## src/rtl/msg_frame_deserializer_if.sv

```systemverilog
// Serial receive stream plus parallel frame output with valid/ready handshake.
// Latency: none, signal bundle only.
// Backpressure: frame_ready from the consumer, no backpressure on the serial side.
interface msg_frame_deserializer_if #(
    parameter int MSG_WIDTH = 4,
    parameter int MSG_NUM   = 6
);
    logic                         serial_in;
    logic                         serial_valid;
    logic                         frame_start;
    logic [MSG_NUM*MSG_WIDTH-1:0] frame_out;
    logic                         frame_valid;
    logic                         frame_ready;
    logic                         busy;
    logic                         overflow;

    // Producer/consumer side: drives the serial stream and frame_ready.
    modport master (
        output serial_in, serial_valid, frame_start, frame_ready,
        input  frame_out, frame_valid, busy, overflow
    );

    // Deserializer side.
    modport slave (
        input  serial_in, serial_valid, frame_start, frame_ready,
        output frame_out, frame_valid, busy, overflow
    );
endinterface

```

## src/rtl/msg_frame_deserializer.sv

```systemverilog
// Packs MSG_NUM MSB-first serial messages of MSG_WIDTH bits into one parallel frame.
// Latency: frame visible the cycle after its last bit is sampled.
// Backpressure: one holding register; a frame completing into an occupied, unaccepted slot is dropped and flagged.
module msg_frame_deserializer #(
    parameter int MSG_WIDTH = 4,
    parameter int MSG_NUM   = 6
) (
    input  logic                   sys_clk,
    input  logic                   sys_rst,
    msg_frame_deserializer_if.slave bus
);
    localparam int FW  = MSG_NUM * MSG_WIDTH;
    localparam int BCW = (MSG_WIDTH > 1) ? $clog2(MSG_WIDTH) : 1;
    localparam int MCW = (MSG_NUM > 1) ? $clog2(MSG_NUM) : 1;
    localparam logic [BCW-1:0] BC_LAST = BCW'(MSG_WIDTH - 1);
    localparam logic [MCW-1:0] MC_LAST = MCW'(MSG_NUM - 1);

    typedef enum logic {IDLE, RECV} state_t;

    state_t               state, state_n;
    logic [MSG_WIDTH-1:0] sh, sh_n, sh_shift;
    logic [BCW-1:0]       bc, bc_n, eff_bc;
    logic [MCW-1:0]       mc, mc_n, eff_mc;
    logic [FW-1:0]        asm_q, asm_n, out_q, out_n;
    logic                 fv_q, fv_n, ovf_q, ovf_n;
    logic                 take_bit, restart, msg_done, frame_done, slot_free;

    // Shift path: a single-bit message is just the incoming bit.
    generate
        if (MSG_WIDTH == 1) begin : g_w1
            assign sh_shift = bus.serial_in;
        end else begin : g_wn
            assign sh_shift = {sh[MSG_WIDTH-2:0], bus.serial_in};
        end
    endgenerate

    // State register.
    always_ff @(posedge sys_clk) begin
        if (sys_rst) state <= IDLE;
        else         state <= state_n;
    end

    // Next-state, counter, assembly and output-slot logic. A start bit is
    // handled as bit 0 of message 0 regardless of the current position, which
    // covers both the IDLE entry and the mid-frame resync.
    always_comb begin
        state_n  = state;
        sh_n     = sh;
        bc_n     = bc;
        mc_n     = mc;
        asm_n    = asm_q;
        out_n    = out_q;
        fv_n     = fv_q;
        ovf_n    = ovf_q;

        restart    = bus.serial_valid && bus.frame_start;
        take_bit   = bus.serial_valid && (state == RECV || bus.frame_start);
        eff_bc     = restart ? '0 : bc;
        eff_mc     = restart ? '0 : mc;
        msg_done   = take_bit && (eff_bc == BC_LAST);
        frame_done = msg_done && (eff_mc == MC_LAST);
        slot_free  = !fv_q || bus.frame_ready;

        if (take_bit) begin
            sh_n    = sh_shift;
            state_n = frame_done ? IDLE : RECV;
            if (msg_done) begin
                for (int k = 0; k < MSG_NUM; k++) begin
                    if (eff_mc == MCW'(k)) asm_n[k*MSG_WIDTH +: MSG_WIDTH] = sh_shift;
                end
                bc_n = '0;
                mc_n = frame_done ? '0 : eff_mc + 1'b1;
            end else begin
                bc_n = eff_bc + 1'b1;
                mc_n = eff_mc;
            end
        end

        // asm_n already holds the final message when the frame completes.
        if (frame_done && slot_free) begin
            out_n = asm_n;
            fv_n  = 1'b1;
        end else if (fv_q && bus.frame_ready) begin
            fv_n  = 1'b0;
        end

        if (frame_done && !slot_free) ovf_n = 1'b1;
    end

    // Datapath registers.
    always_ff @(posedge sys_clk) begin
        if (sys_rst) begin
            sh    <= '0;
            bc    <= '0;
            mc    <= '0;
            asm_q <= '0;
            out_q <= '0;
            fv_q  <= 1'b0;
            ovf_q <= 1'b0;
        end else begin
            sh    <= sh_n;
            bc    <= bc_n;
            mc    <= mc_n;
            asm_q <= asm_n;
            out_q <= out_n;
            fv_q  <= fv_n;
            ovf_q <= ovf_n;
        end
    end

    assign bus.frame_out   = out_q;
    assign bus.frame_valid = fv_q;
    assign bus.busy        = (state == RECV);
    assign bus.overflow    = ovf_q;
endmodule

```

## src/flat_wrapper.sv

```systemverilog
// flat-port wrapper written by rule: the top's interface ports become plain ports
module msg_frame_deserializer_flat 
#(
    parameter int MSG_WIDTH = 4,
    parameter int MSG_NUM   = 6
)
  (sys_clk, sys_rst, bus_serial_in, bus_serial_valid, bus_frame_start, bus_frame_ready, bus_frame_out, bus_frame_valid, bus_busy, bus_overflow);
  msg_frame_deserializer_if #(.MSG_WIDTH(MSG_WIDTH), .MSG_NUM(MSG_NUM)) bus_i ();
  input  logic sys_clk;
  input  logic sys_rst;
  input wire logic [$bits(bus_i.serial_in)-1:0] bus_serial_in;
  input wire logic [$bits(bus_i.serial_valid)-1:0] bus_serial_valid;
  input wire logic [$bits(bus_i.frame_start)-1:0] bus_frame_start;
  input wire logic [$bits(bus_i.frame_ready)-1:0] bus_frame_ready;
  output wire logic [$bits(bus_i.frame_out)-1:0] bus_frame_out;
  output wire logic [$bits(bus_i.frame_valid)-1:0] bus_frame_valid;
  output wire logic [$bits(bus_i.busy)-1:0] bus_busy;
  output wire logic [$bits(bus_i.overflow)-1:0] bus_overflow;
  assign bus_i.serial_in = bus_serial_in;
  assign bus_i.serial_valid = bus_serial_valid;
  assign bus_i.frame_start = bus_frame_start;
  assign bus_i.frame_ready = bus_frame_ready;
  assign bus_frame_out = bus_i.frame_out;
  assign bus_frame_valid = bus_i.frame_valid;
  assign bus_busy = bus_i.busy;
  assign bus_overflow = bus_i.overflow;
  msg_frame_deserializer #(.MSG_WIDTH(MSG_WIDTH), .MSG_NUM(MSG_NUM)) u_core (.sys_clk(sys_clk), .sys_rst(sys_rst), .bus(bus_i));
endmodule
```

## config.mk

```make
export PLATFORM = sky130hd
export DESIGN_NAME = msg_frame_deserializer_flat
export DESIGN_NICKNAME = d
export VERILOG_FILES = /design/src/rtl/msg_frame_deserializer_if.sv /design/src/rtl/msg_frame_deserializer.sv /design/src/flat_wrapper.sv
export SDC_FILE = /design/constraint.sdc
export NUM_CORES = 1
export LEC_CHECK = 0
export ABC_AREA = 0
export BUFFER_PORTS_ARGS = -buffer_cell sky130_fd_sc_hd__buf_2
export CAP_MARGIN = 20
export CORE_MARGIN = 3
export CORE_UTILIZATION = 30
export CTS_CLUSTER_DIAMETER = 40
export CTS_CLUSTER_SIZE = 30
export DETAILED_ROUTE_END_ITERATION = 16
export GPL_TIMING_DRIVEN = 0
export PLACE_DENSITY = 0.49
export REMOVE_ABC_BUFFERS = 1
export SETUP_SLACK_MARGIN = 0.02
export SLEW_MARGIN = 40
export SYNTH_ARGS = -nofsm -noshare
export SYNTH_HDL_FRONTEND = slang
export SYNTH_SLANG_ARGS = --single-unit
```

## constraint.sdc

```tcl
create_clock -name sys_clk -period 5.2 [get_ports sys_clk]
set_input_delay 1.04 -clock sys_clk [delete_from_list [all_inputs] [get_ports sys_clk]]
set_output_delay 1.04 -clock sys_clk [all_outputs]
set_load 0.03 [all_outputs]
```

==> run summary <==
final net count - 268
maximum vdd ir drop - 0.0918 mV
Hold Path Sink - u_core.bus.frame_out[10]
Max FO, Critical Path - 16
worst hold path class - flip-flop to flip-flop
Ys Warns - 0
CP cell instances - buf_2, nand2_1, and2_1, ha_1, nand2_1, or3_1, nand2_1, a21oi_1
Post-Synthesis Cells - 234
DRT iter0 DRCs - 70
max cap viols - 0
Post-Synth XOR/XNOR Area - 0.00399
placer congestion estimate - 0.753
core area - 6940 um^2
Die Ht - 91.6 um
wire length per cell - 12.3 um
WL met3 - 184 um
largest net degree at the start of global routing - 56
DRC - 0
Post-Syn Area - 2200 um^2
Pleak - 1.12 nW
vias in the first global route - 1495
prevailing post-synth register cell - dfxtp_1
Initial Util - 0.316
post-CTS sizing - 0
Remaining Overflow, GRT - 0
die span in x - 91.6 um
largest family of logic cells by synthesized area - simple AND/OR/NAND/NOR gates
FF+latch count, synth - 55
# Post-CTS Setup Buffers - 0
hold depth - 2
H-tree levels - 2
via/cell ratio - 4.51
Fill cells - 757
R2R Setup Slk - 3.24 ns
slowest stage delay, CP - 0.59 ns
Final Hold Vio Count - 0
Simple-Gate Fraction of Synth Area - 0.187
worst skew pair latency - 0.31 ns
critical path's top delay family - simple AND/OR/NAND/NOR gates
count of different cell masters after synthesis - 28
Total Wirelength - 4360 um
kind of critical path - input port to flip-flop
met2 wire len - 1950 um
Critical Path Source Type - input port
Worst path slowest cell - or3_1
detailed-route via count - 1591
clk slew on worst S/H paths - 0.09 ns
fmax - 0.368 GHz
placed instance area - 2390 um^2
DRT Pass-1 Iters - 4
Final Instance Area - 2480 um^2
compound-gate portion of the synthesized area - 0.115
deepest clock path buffer count - 2
RSZ-0062 raised after global routing - false
Worst Setup End Kind - flip-flop
initial antenna violation count - 0
CTS Root Cell - clkbuf_8
adder-cell share of the synthesized area - 0.0342
status - complete, no violations
mux cell area share after synthesis - 0.105
Least-Margin Pin Slew - 0.551 ns
final number of setup-violating endpoints - 0
clock sink total - 55
Slew Viols, Final - 0
share of layout cells above drive strength 1 - 0.187
Power Dens Cells - 278 nW/um^2
HPWL Detailed - 2900 um
skew final - 0.0111 ns
Post-synth EDFFs - 0
Max Used Layer - met4
met1 WL - 2150 um
WP buf/inv - 1
antenna fix cells - 0
fin crit period - 2.72 ns
GRT Overall Usage - 0.111
PortBufs - 32
synthesized area per cell - 9.39 um^2
std cell rows - 30
TritonCTS buffer count - 5
RR Startpoint - u_core.bc[0]
Final ANT Viol Nets - 0
Setup TNS - 0 ns
Crit path top cell by count - nand2_1
WP data required - 5.37 ns
die area - 8390 um^2
CP arrival - 2.89 ns
hold bufs inserted after CTS - 0
R2R Path End - u_core.bus.frame_out[8]
sequential share of the synthesized area - 0.501
Worst Reg-to-Reg Cells - 6
Post-synth ARST share - 0
first-pass GRT wire length - 7390 um
Rel. slew slack - 0.630
fin crit share - 0.523
Hold Crit Start - u_core.bus.frame_out[10]
Layout area overhead - 13.0%
# IOs - 33
CTS tree - done
tightest hold or removal path: cells and delay by family (launching register included):
family / cells / cell delay (ns)
flops: 1 / 0.32
compound gates: 1 / 0.05
simple gates: 1 / 0.05
registers in the layout, summed over array words and instances (netlist names):
signal and flops:
u_core.bus.frame_valid 1, u_core.bus.busy 1, u_core.mc 3, u_core.bus.overflow 1, u_core.bus.frame_out 24, u_core.bc 2
u_core.sh 3, u_core.asm_q 20
metrics by stage:
stage	worst slack [ns]	util	hold slack, ns	cells	total power [mW]
4_1_cts	2.44	0.357	0.459	353	0.701
6_report	2.48	0.357	0.455	353	0.689
2_1_floorplan	2.48	-	0.437	215	0.445
3_3_place_gp	1.68	0.341	0.441	343	0.460
3_5_place_dp	2.10	0.345	0.444	345	0.460
5_1_grt	2.27	0.357	0.471	353	0.720
cells in the mapped netlist, types with 2 or more instances:
library cell | instances | area [um^2]
a211oi_1 | 8 | 60.1
a21oi_1 | 21 | 105
a32o_1 | 2 | 20.0
and2_1 | 2 | 12.5
buf_2 | 4 | 20.0
buf_4 | 2 | 15.0
buf_6 | 3 | 33.8
clkbuf_1 | 10 | 37.5
dfxtp_1 | 55 | 1100
ha_1 | 6 | 75.1
inv_1 | 3 | 11.3
mux2i_1 | 23 | 230
nand2_1 | 27 | 101
nand3_1 | 12 | 60.1
nor2_1 | 39 | 146
nor2_2 | 2 | 12.5
nor2b_1 | 2 | 12.5
o2111ai_2 | 3 | 45.0
worst max path at each step:
| stage | from | endpoint | slack, ns | cells after the start |
|---|---|---|---|---|
| 3_5_place_dp | bus_serial_valid | u_core.bus.frame_out[1] | 2.10 | 8 |
| 2_1_floorplan | bus_serial_valid | u_core.bus.frame_out[12] | 2.48 | 7 |
| 6_report | bus_serial_valid | u_core.bus.frame_out[8] | 2.48 | 8 |
| 3_3_place_gp | bus_serial_valid | u_core.bus.frame_out[0] | 1.68 | 8 |
| 4_1_cts | bus_serial_valid | u_core.bus.frame_out[1] | 2.44 | 8 |
| 5_1_grt | bus_serial_valid | u_core.bus.frame_out[5] | 2.27 | 8 |
final cells by class:
cell class | count | area, um^2 | area share
Inverter | 3 | 11.3 | 0.00454
Timing Repair Buffer | 34 | 181 | 0.0731
Sequential cell | 55 | 1100 | 0.444
Multi-Input combinational cell | 157 | 978 | 0.394
Clock inverter | 2 | 17.5 | 0.00706
Tap cell | 96 | 120 | 0.0484
Clock buffer | 6 | 72.6 | 0.0292
layout by cell type (no fill, tap or decap):
| cell type | synthesis | layout |
|---|---|---|
| dfxtp_1 | 55 | 55 |
| nor2_1 | 39 | 39 |
| buf_2 | 4 | 31 |
| nand2_1 | 27 | 27 |
| mux2i_1 | 23 | 23 |
| a21oi_1 | 21 | 21 |
| nand3_1 | 12 | 12 |
| a211oi_1 | 8 | 8 |
| ha_1 | 6 | 6 |
| clkbuf_8 | 0 | 5 |
| inv_1 | 3 | 3 |
| o2111ai_2 | 3 | 3 |
| and2_1 | 2 | 2 |
| nor2b_1 | 2 | 2 |
| nor2_2 | 2 | 2 |
| a32o_1 | 2 | 2 |
| clkinv_4 | 0 | 2 |
| buf_4 | 2 | 2 |
| o211a_1 | 1 | 1 |
| xor2_1 | 1 | 1 |
| nand3b_1 | 1 | 1 |
| o21ai_1 | 1 | 1 |
| nand4b_4 | 1 | 1 |
| nor3_4 | 1 | 1 |
| or3_1 | 1 | 1 |
| nor3_1 | 1 | 1 |
| a21o_1 | 1 | 1 |
| nor3b_1 | 1 | 1 |
| clkbuf_1 | 10 | 1 |
| buf_6 | 3 | 1 |
kinds of logic after synthesis:
family | count (synthesis)
simple gates | 90
flops | 55
compound gates | 37
mux | 23
buf+inv | 22
fa+ha+maj | 6
xor+xnor | 1
routing by layer:
layer / up-vias / track usage
met5: - / 0
met3: 7 / 0.0323
li1: 832 / -
met4: 0 / 0.0452
met1: 725 / 0.140
met2: 27 / 0.175
where the power goes:
group	switching, mW	internal [mW]
combinational	0.0164	0.00689
sequential	0.00387	0.423
clock	0.142	0.0971
total	0.162	0.527
(Power assumes the default switching activity.)
